--- src/rtl/t_counter_sequencer.sv ---
// Key-driven sequencer for an external WIDTH-bit T flip-flop counter bank: load strobe, toggle ticks, terminal detect.
// Build option CNT_CTRL_WRAP_EN: at terminal count reload the counter and keep running instead of stopping in DONE.
module t_counter_sequencer #(
  parameter int WIDTH    = 3,
  parameter int TICK_DIV = 50000000,
  parameter int DIV_W    = 26
) (
  input  logic             CLOCK_50,
  input  logic             rst_n,
  input  logic             key_start_n,
  input  logic             key_load_n,
  input  logic             sw_up,
  input  logic [WIDTH-1:0] sw_val,
  input  logic [WIDTH-1:0] sw_limit,
  input  logic [WIDTH-1:0] q,
  output logic [WIDTH-1:0] t,
  output logic             ld,
  output logic [WIDTH-1:0] ld_val,
  output logic             busy,
  output logic             done,
  output logic [2:0]       state
);

  typedef enum logic [2:0] {
    S_IDLE  = 3'd0,
    S_LOAD  = 3'd1,
    S_PAUSE = 3'd2,
    S_RUN   = 3'd3,
    S_DONE  = 3'd4
  } state_t;

  localparam logic [DIV_W-1:0] DIV_LAST = DIV_W'(TICK_DIV - 1);

  state_t           r_state, w_next;
  logic [2:0]       r_start_sync, r_load_sync;
  logic             w_start_p, w_load_p;
  logic [DIV_W-1:0] r_div, w_div_next;
  logic [WIDTH-1:0] r_limit;
  logic [WIDTH-1:0] r_t, w_t_next;
  logic [WIDTH-1:0] r_ld_val, w_ld_val_next;
  logic [WIDTH-1:0] w_t_cnt;
  logic             r_ld, w_ld_next;
  logic             r_busy, r_done;
  logic             w_tick, w_term;

  // Bits [1:0] synchronise the raw key; bit [2] holds the previous synchronised level.
  always_ff @(posedge CLOCK_50 or negedge rst_n) begin
    if (!rst_n) begin
      r_start_sync <= '1;
      r_load_sync  <= '1;
    end else begin
      r_start_sync <= {r_start_sync[1:0], key_start_n};
      r_load_sync  <= {r_load_sync[1:0], key_load_n};
    end
  end

  assign w_start_p = r_start_sync[2] & ~r_start_sync[1];
  assign w_load_p  = r_load_sync[2] & ~r_load_sync[1];

  // Bit i toggles when every lower bit is at its carry (up) or borrow (down) value.
  always_comb begin
    logic v_carry;
    v_carry = 1'b1;
    w_t_cnt = '0;
    for (int i = 0; i < WIDTH; i++) begin
      w_t_cnt[i] = v_carry;
      v_carry    = v_carry & (sw_up ? q[i] : ~q[i]);
    end
  end

  always_comb begin
    w_next        = r_state;
    w_t_next      = '0;
    w_ld_next     = 1'b0;
    w_ld_val_next = r_ld_val;
    w_div_next    = r_div;
    w_tick        = (r_state == S_RUN) && (r_div == DIV_LAST);
    w_term        = sw_up ? (q == r_limit) : (q == '0);
    case (r_state)
      S_IDLE, S_PAUSE: begin
        if (w_load_p)       w_next = S_LOAD;
        else if (w_start_p) w_next = S_RUN;
      end
      S_LOAD: w_next = S_PAUSE;
      S_RUN: begin
        if (w_load_p)       w_next = S_LOAD;
        else if (w_start_p) w_next = S_PAUSE;
        else if (w_tick) begin
          if (!w_term) begin
            w_t_next = w_t_cnt;
          end else begin
`ifdef CNT_CTRL_WRAP_EN
            w_ld_next     = 1'b1;
            w_ld_val_next = sw_up ? '0 : r_limit;
`else
            w_next = S_DONE;
`endif
          end
        end
      end
      S_DONE: begin
        if (w_load_p) w_next = S_LOAD;
      end
      default: w_next = S_IDLE;
    endcase
    // A load request suppresses any tick in the same cycle, so t and ld never overlap.
    if (w_next == S_LOAD) begin
      w_ld_next     = 1'b1;
      w_ld_val_next = sw_val;
    end
    if (w_next == S_RUN)
      w_div_next = (r_state != S_RUN || w_tick) ? '0 : r_div + DIV_W'(1);
  end

  always_ff @(posedge CLOCK_50 or negedge rst_n) begin
    if (!rst_n) begin
      r_state  <= S_IDLE;
      r_t      <= '0;
      r_ld     <= 1'b0;
      r_ld_val <= '0;
      r_limit  <= '0;
      r_div    <= '0;
      r_busy   <= 1'b0;
      r_done   <= 1'b0;
    end else begin
      r_state  <= w_next;
      r_t      <= w_t_next;
      r_ld     <= w_ld_next;
      r_ld_val <= w_ld_val_next;
      r_div    <= w_div_next;
      r_busy   <= (w_next == S_RUN);
      r_done   <= (w_next == S_DONE);
      if (w_next == S_LOAD) r_limit <= sw_limit;
    end
  end

  assign t      = r_t;
  assign ld     = r_ld;
  assign ld_val = r_ld_val;
  assign busy   = r_busy;
  assign done   = r_done;
  assign state  = r_state;

endmodule

--- config.mk ---
export PLATFORM = sky130hd
export DESIGN_NAME = t_counter_sequencer
export DESIGN_NICKNAME = d
export VERILOG_FILES = /design/src/rtl/t_counter_sequencer.sv
export SDC_FILE = /design/constraint.sdc
export NUM_CORES = 1
export LEC_CHECK = 0
export CORE_MARGIN = 1
export CORE_UTILIZATION = 60
export DETAILED_ROUTE_END_ITERATION = 10
export HOLD_SLACK_MARGIN = 0.06
export PLACE_DENSITY_LB_ADDON = 0.3
export SETUP_SLACK_MARGIN = 0.4
export SLEW_MARGIN = 20
export SYNTH_ARGS = -nofsm -noshare
export SYNTH_HDL_FRONTEND = slang
export SYNTH_SLANG_ARGS = --single-unit
--- constraint.sdc ---
create_clock -name CLOCK_50 -period 4.95 [get_ports CLOCK_50]
set_input_delay 0.99 -clock CLOCK_50 [delete_from_list [all_inputs] [get_ports CLOCK_50]]
set_output_delay 0.99 -clock CLOCK_50 [all_outputs]
set_load 0.005 [all_outputs]
==> flow_summary.yaml, run 1 <==
status:
  status: "completed"
yosys:
  yosys_warnings: 0
  synthTopCellsByArea: "dfrtp_1 (41%), dfstp_2 (6.2%), a221o_1 (4.7%), and3_1 (3.5%), nand4_1 (3.2%)"
  synth_nets: 266
  syn_avg_cell_area_um2: 10.1
  synth_ff_type: "dfrtp_1"
  netlist.area_leader.share: 0.405
  seq_area_frac_synth: 0.467
  yosysUniqueCellTypes: 56
  synth_area_um2: 2530
  synth_seq_cells: 47
  async_flop_share: 1.00
  synth_edf_count: 0
  synthCells: 251
  yosys.area.top_type: "dfrtp_1"
die:
  die_h_um: 67.0
  coreArea_um2: 4030
  die_w_um: 67.0
  initial_core_util: 0.629
  row_count: 23
  io_pins: 26
  die_area_um2: 4480
pwr:
  clkPwrFrac: 0.245
  p_per_area_nw_per_um2: 334
  p_sw_mw: 0.314
  seqPwrFrac: 0.508
  internal_power_mw: 0.646
  leakage_nw: 1.25
  ir_drop_mv: 0.237
  swShare: 0.327
  combPwrFrac: 0.247
clocking:
  cts.sink_count: 47
  cts_tree: "done"
  clk_latency_ps: 300
  clk_pin_slew_ps: 80
  cts_hold_buffers: 0
  clockRootBuffer: "clkbuf_8"
  clk_path_buf_depth: 2
  ctsResizeCount: 0
  cts_buffers: 5
  cts_max_level: 2
  post_cts_buffers: 0
worst_setup_path:
  critical_path.endpoint: "r_div[4]"
  crit-reg2reg-launch: "r_div[1]"
  ff2ff_path_depth: 6
  rrSetupSlack_ps: 2420
  worstReg2RegEnd: "r_div[23]"
  crit_arrival_ps: 3340
  cp-start-kind: "primary input"
  cp_max_fo: 21
  crit_type: "primary input to flop"
  end_kind: "flop"
  required_ps: 5170
  critical_path.startpoint: "q[0]"
route:
  wire_per_inst_um: 17.9
  via_count: 2237
  drc: 0
  drtIter0Drc: 247
  via_per_inst: 6.95
  first_pass_iters: 5
  wl_mm: 5.75
  antenna_left: 0
final_layout:
  fin_nets: 287
  final_cells: 322
  layout_common_cells: "dfrtp_1 (41), clkdlybuf4s50_1 (24), nor2_1 (17), and3_1 (14), nand4_1 (13)"
  diodes: 0
  drive_above_1_share: 0.121
  syn_to_final_growth_pct: 13.6
  final_common_cell: "dfrtp_1"
hold_path:
  min_path_cells: 0
  hold_path_class: "flop to flop"
global_route:
  antenna_found_initial: 0
  grt.overflow.total: 0
  grt_max_degree: 48
  grt_pass1_wl_mm: 9.27
  grt_pass1_vias: 2017
  grt_use_total: 0.276
job:
  cap_viol_max_count: 0
sta:
  tightest_slew_ps: 828
  rsz0062_at_grt: "false"
  slew_viol_final: 0
  period_needed_ps: 3120
  fmax_mhz: 321
  finalSetupViolCount: 0
  fin_worst_skew_ps: 7.88
  relSlewSlack: 0.446
  fin_tns_setup_ps: 0
  hold_viol: 0
  period_share: 0.630
placement:
  portBuffers: 25
  dp_cells: 315
  hpwl_mm: 3.83
  gp_congestion: 0.883
-- flip-flops by register name, summed over array words and instances (netlist names) --
register / flops
r_limit: 3
done: 1
r_load_sync: 3
ld_val: 3
ld: 1
state: 3
busy: 1
r_start_sync: 3
r_div: 26
t: 3
-- power groups by stage --
stage               registers [mW]  logic (mW)  clock network, mW
CTS                          0.485       0.236              0.241
global route                 0.495       0.261              0.254
finish                       0.487       0.237              0.235
detailed placement           0.492       0.235                  0
floorplan                    0.481       0.155                  0
global placement             0.490       0.227                  0
-- metal layers --
layer	up-vias	part of all wire	GRT usage
met3	19	0.071	0.0582
li1	1014	-	-
met1	1101	0.43	0.375
met4	0	0.026	0.112
met5	-	0	0
met2	103	0.47	0.424
-- Yosys cell counts (6+ instances only) --
cell type,count
dfrtp_1,41
nor3_1,9
mux2_2,7
a211o_1,6
and3_1,14
dfstp_2,6
nor2_1,17
a221o_1,12
nand3_1,11
inv_1,10
nand2_1,12
nor4_1,6
buf_2,7
nand4_1,13
-- worst max-delay path, cell delays in order --
cell and delay (ps):
clkdlybuf4s50_1 500, xnor2_1 240, nand4_1 120, a22oi_1 490, a21o_1 660, inv_2 150
o211ai_1 200
-- cells by family (layout without fill, tap and decap cells) --
family / Yosys count / after routing / share of synthesized area
fa+ha+maj: 1 / 1 / 0.00494
simple gates: 117 / 117 / 0.282
xor+xnor: 3 / 3 / 0.0104
buf+inv: 24 / 45 / 0.0420
compound gates: 51 / 51 / 0.158
flops: 47 / 47 / 0.467
mux: 8 / 8 / 0.0351
-- worst min-delay path by stage --
stage	start	end	slack (ps)
final	r_load_sync[0]	r_load_sync[1]	360
after global routing	r_load_sync[0]	r_load_sync[1]	360
after CTS	r_load_sync[0]	r_load_sync[1]	360
after detailed placement	r_load_sync[0]	r_load_sync[1]	350
after global placement	r_load_sync[0]	r_load_sync[1]	350
after floorplan	r_load_sync[0]	r_load_sync[1]	350
-- metrics by stage --
step | util | worst slack, ps | hold slack [ps] | power (mW) | area (µm²)
floorplan | - | 2750 | 345 | 0.636 | 2530
global placement | 0.692 | 1620 | 347 | 0.717 | 2790
detailed placement | 0.692 | 1500 | 350 | 0.727 | 2790
CTS | 0.713 | 1780 | 362 | 0.962 | 2870
global route | 0.714 | 1500 | 363 | 1.01 | 2880
finish | 0.714 | 1830 | 358 | 0.959 | 2880
-- cell type report --
type / instances / area [µm²]
Clock buffer: 6 / 82.6
Clock inverter: 1 / 5.00
Fill cell: 304 / 1150
Inverter: 12 / 45.0
Multi-Input combinational cell: 180 / 1240
Sequential cell: 47 / 1180
Tap cell: 50 / 62.6
Timing Repair Buffer: 26 / 255
Power figures use the tool's default switching activity.
==> run 2, diff against run 1 <==
CORE_UTILIZATION = 51   (was 60)
clock period = 2.6 ns   (was 4.95 ns; I/O delays follow)
==> flow_summary.yaml, run 2 (synthesis results as in run 1) <==
global_route:
  antenna_found_initial: 0
  grt_pass1_vias: 2024
  grt_use_total: 0.229
  grt.overflow.total: 0
  grt_pass1_wl_mm: 9.25
  grt_max_degree: 43
die:
  initial_core_util: 0.533
  die_w_um: 72.5
  die_area_um2: 5250
  row_count: 25
  io_pins: 26
  coreArea_um2: 4750
  die_h_um: 72.5
final_layout:
  num-fill-cells: 409
  largest_reg_flops: 26
  final_common_cell: "dfrtp_1"
  top_register: "r_div"
  drive_above_1_share: 0.173
  syn_to_final_growth_pct: 18.9
  layout_common_cells: "dfrtp_1 (40), clkdlybuf4s50_1 (24), nor2_1 (17), and3_1 (14), nand4_1 (13)"
  fin_nets: 297
  final_cells: 350
  diodes: 0
  final_cell_area_um2: 3010
  utilization: 0.633
pwr:
  leakage_nw: 1.32
  power_mw: 1.95
  p_per_area_nw_per_um2: 648
  ir_drop_mv: 0.427
placement:
  portBuffers: 25
  dpl_cell_area_um2: 2880
  hpwl_mm: 3.71
  gp_congestion: 0.848
  place_ws_ps: 321
  dp_cells: 342
status:
  status: "completed"
route:
  drc: 0
  drtIter0Drc: 242
  antenna_left: 0
  wl_mm: 5.42
  via_count: 2158
  wire_per_inst_um: 15.5
  first_pass_iters: 4
  via_per_inst: 6.17
sta:
  finalSetupViolCount: 0
  fmax_mhz: 468
  slew_viol_final: 0
  setup_ws_ps: 463
  tightest_slew_ps: 929
  fin_worst_skew_ps: 10.4
  rsz0062_at_grt: "false"
  whs_ps: 342
  period_share: 0.822
  hold_viol: 0
  fin_tns_setup_ps: 0
  period_needed_ps: 2140
  relSlewSlack: 0.381
worst_setup_path:
  crit_arrival_ps: 2330
  cp-start-kind: "flop"
  ff2ff_path_depth: 5
  required_ps: 2790
  worstReg2RegEnd: "r_div[10]"
  cp_max_fo: 20
  critical_path.startpoint: "r_div[7]"
  critical_path.endpoint: "r_div[10]"
  crit_type: "flop to flop"
  rrSetupSlack_ps: 460
  end_kind: "flop"
  crit-reg2reg-launch: "r_div[7]"
clocking:
  clk_path_buf_depth: 2
  clk_latency_ps: 310
  cts.sink_count: 47
  cts_buffers: 5
  clockRootBuffer: "clkbuf_8"
  post_cts_buffers: 0
  cts_tree: "done"
  clk_pin_slew_ps: 90
  cts_hold_buffers: 0
  cts_max_level: 2
job:
  cap_viol_max_count: 0
hold_path:
  hold_path_class: "primary input to async pin"
-- run 2: cell type report --
| class | count | area, µm² | share of cell area |
|---|---|---|---|
| clock buffer | 5 | 68.8 | 0.0229 |
| clock inverter | 3 | 43.8 | 0.0145 |
| inverter | 12 | 45.0 | 0.0150 |
| multi-input combinational | 180 | 1260 | 0.417 |
| sequential | 47 | 1180 | 0.394 |
| tap | 67 | 83.8 | 0.0278 |
| timing repair buffer | 36 | 328 | 0.109 |
-- run 2: what timing repair did --
action                     4_1_cts  5_1_grt
pin swaps                        0        0
resized for setup                1        4
gates cloned                     0        0
setup endpoints to repair       13       18
-- run 2: per-layer routing --
| metal | global-route usage | vias to the layer above | share of wire |
|---|---|---|---|
| met5 | 0 | - | 0 |
| met1 | 0.313 | 1054 | 0.47 |
| met4 | 0.0806 | 0 | 0.013 |
| met3 | 0.0431 | 6 | 0.053 |
| met2 | 0.366 | 67 | 0.46 |
| li1 | - | 1031 | - |
-- run 2: worst min path at each step --
stage                            endpoint  slack, ps  depth (start not counted)
after floorplan                      busy        220                          0
after global placement     r_load_sync[1]        350                          0
after detailed placement  r_start_sync[1]        350                          0
after CTS                 r_start_sync[1]        360                          0
after global routing      r_start_sync[1]        370                          0
final                           r_div[14]        340                          1
-- run 2: power breakdown --
| group | switching, mW | internal, mW |
|---|---|---|
| combinational | 0.259 | 0.227 |
| sequential | 0.0993 | 0.824 |
| clock | 0.255 | 0.286 |
| total | 0.614 | 1.34 |
-- run 2: worst max-delay path, cell delays in order, from the launching register on --
cell     delay (ps)
dfrtp_1         470
nor4_2          420
nand4_2         250
o21a_2          400
and3_1          220
a221o_1         260
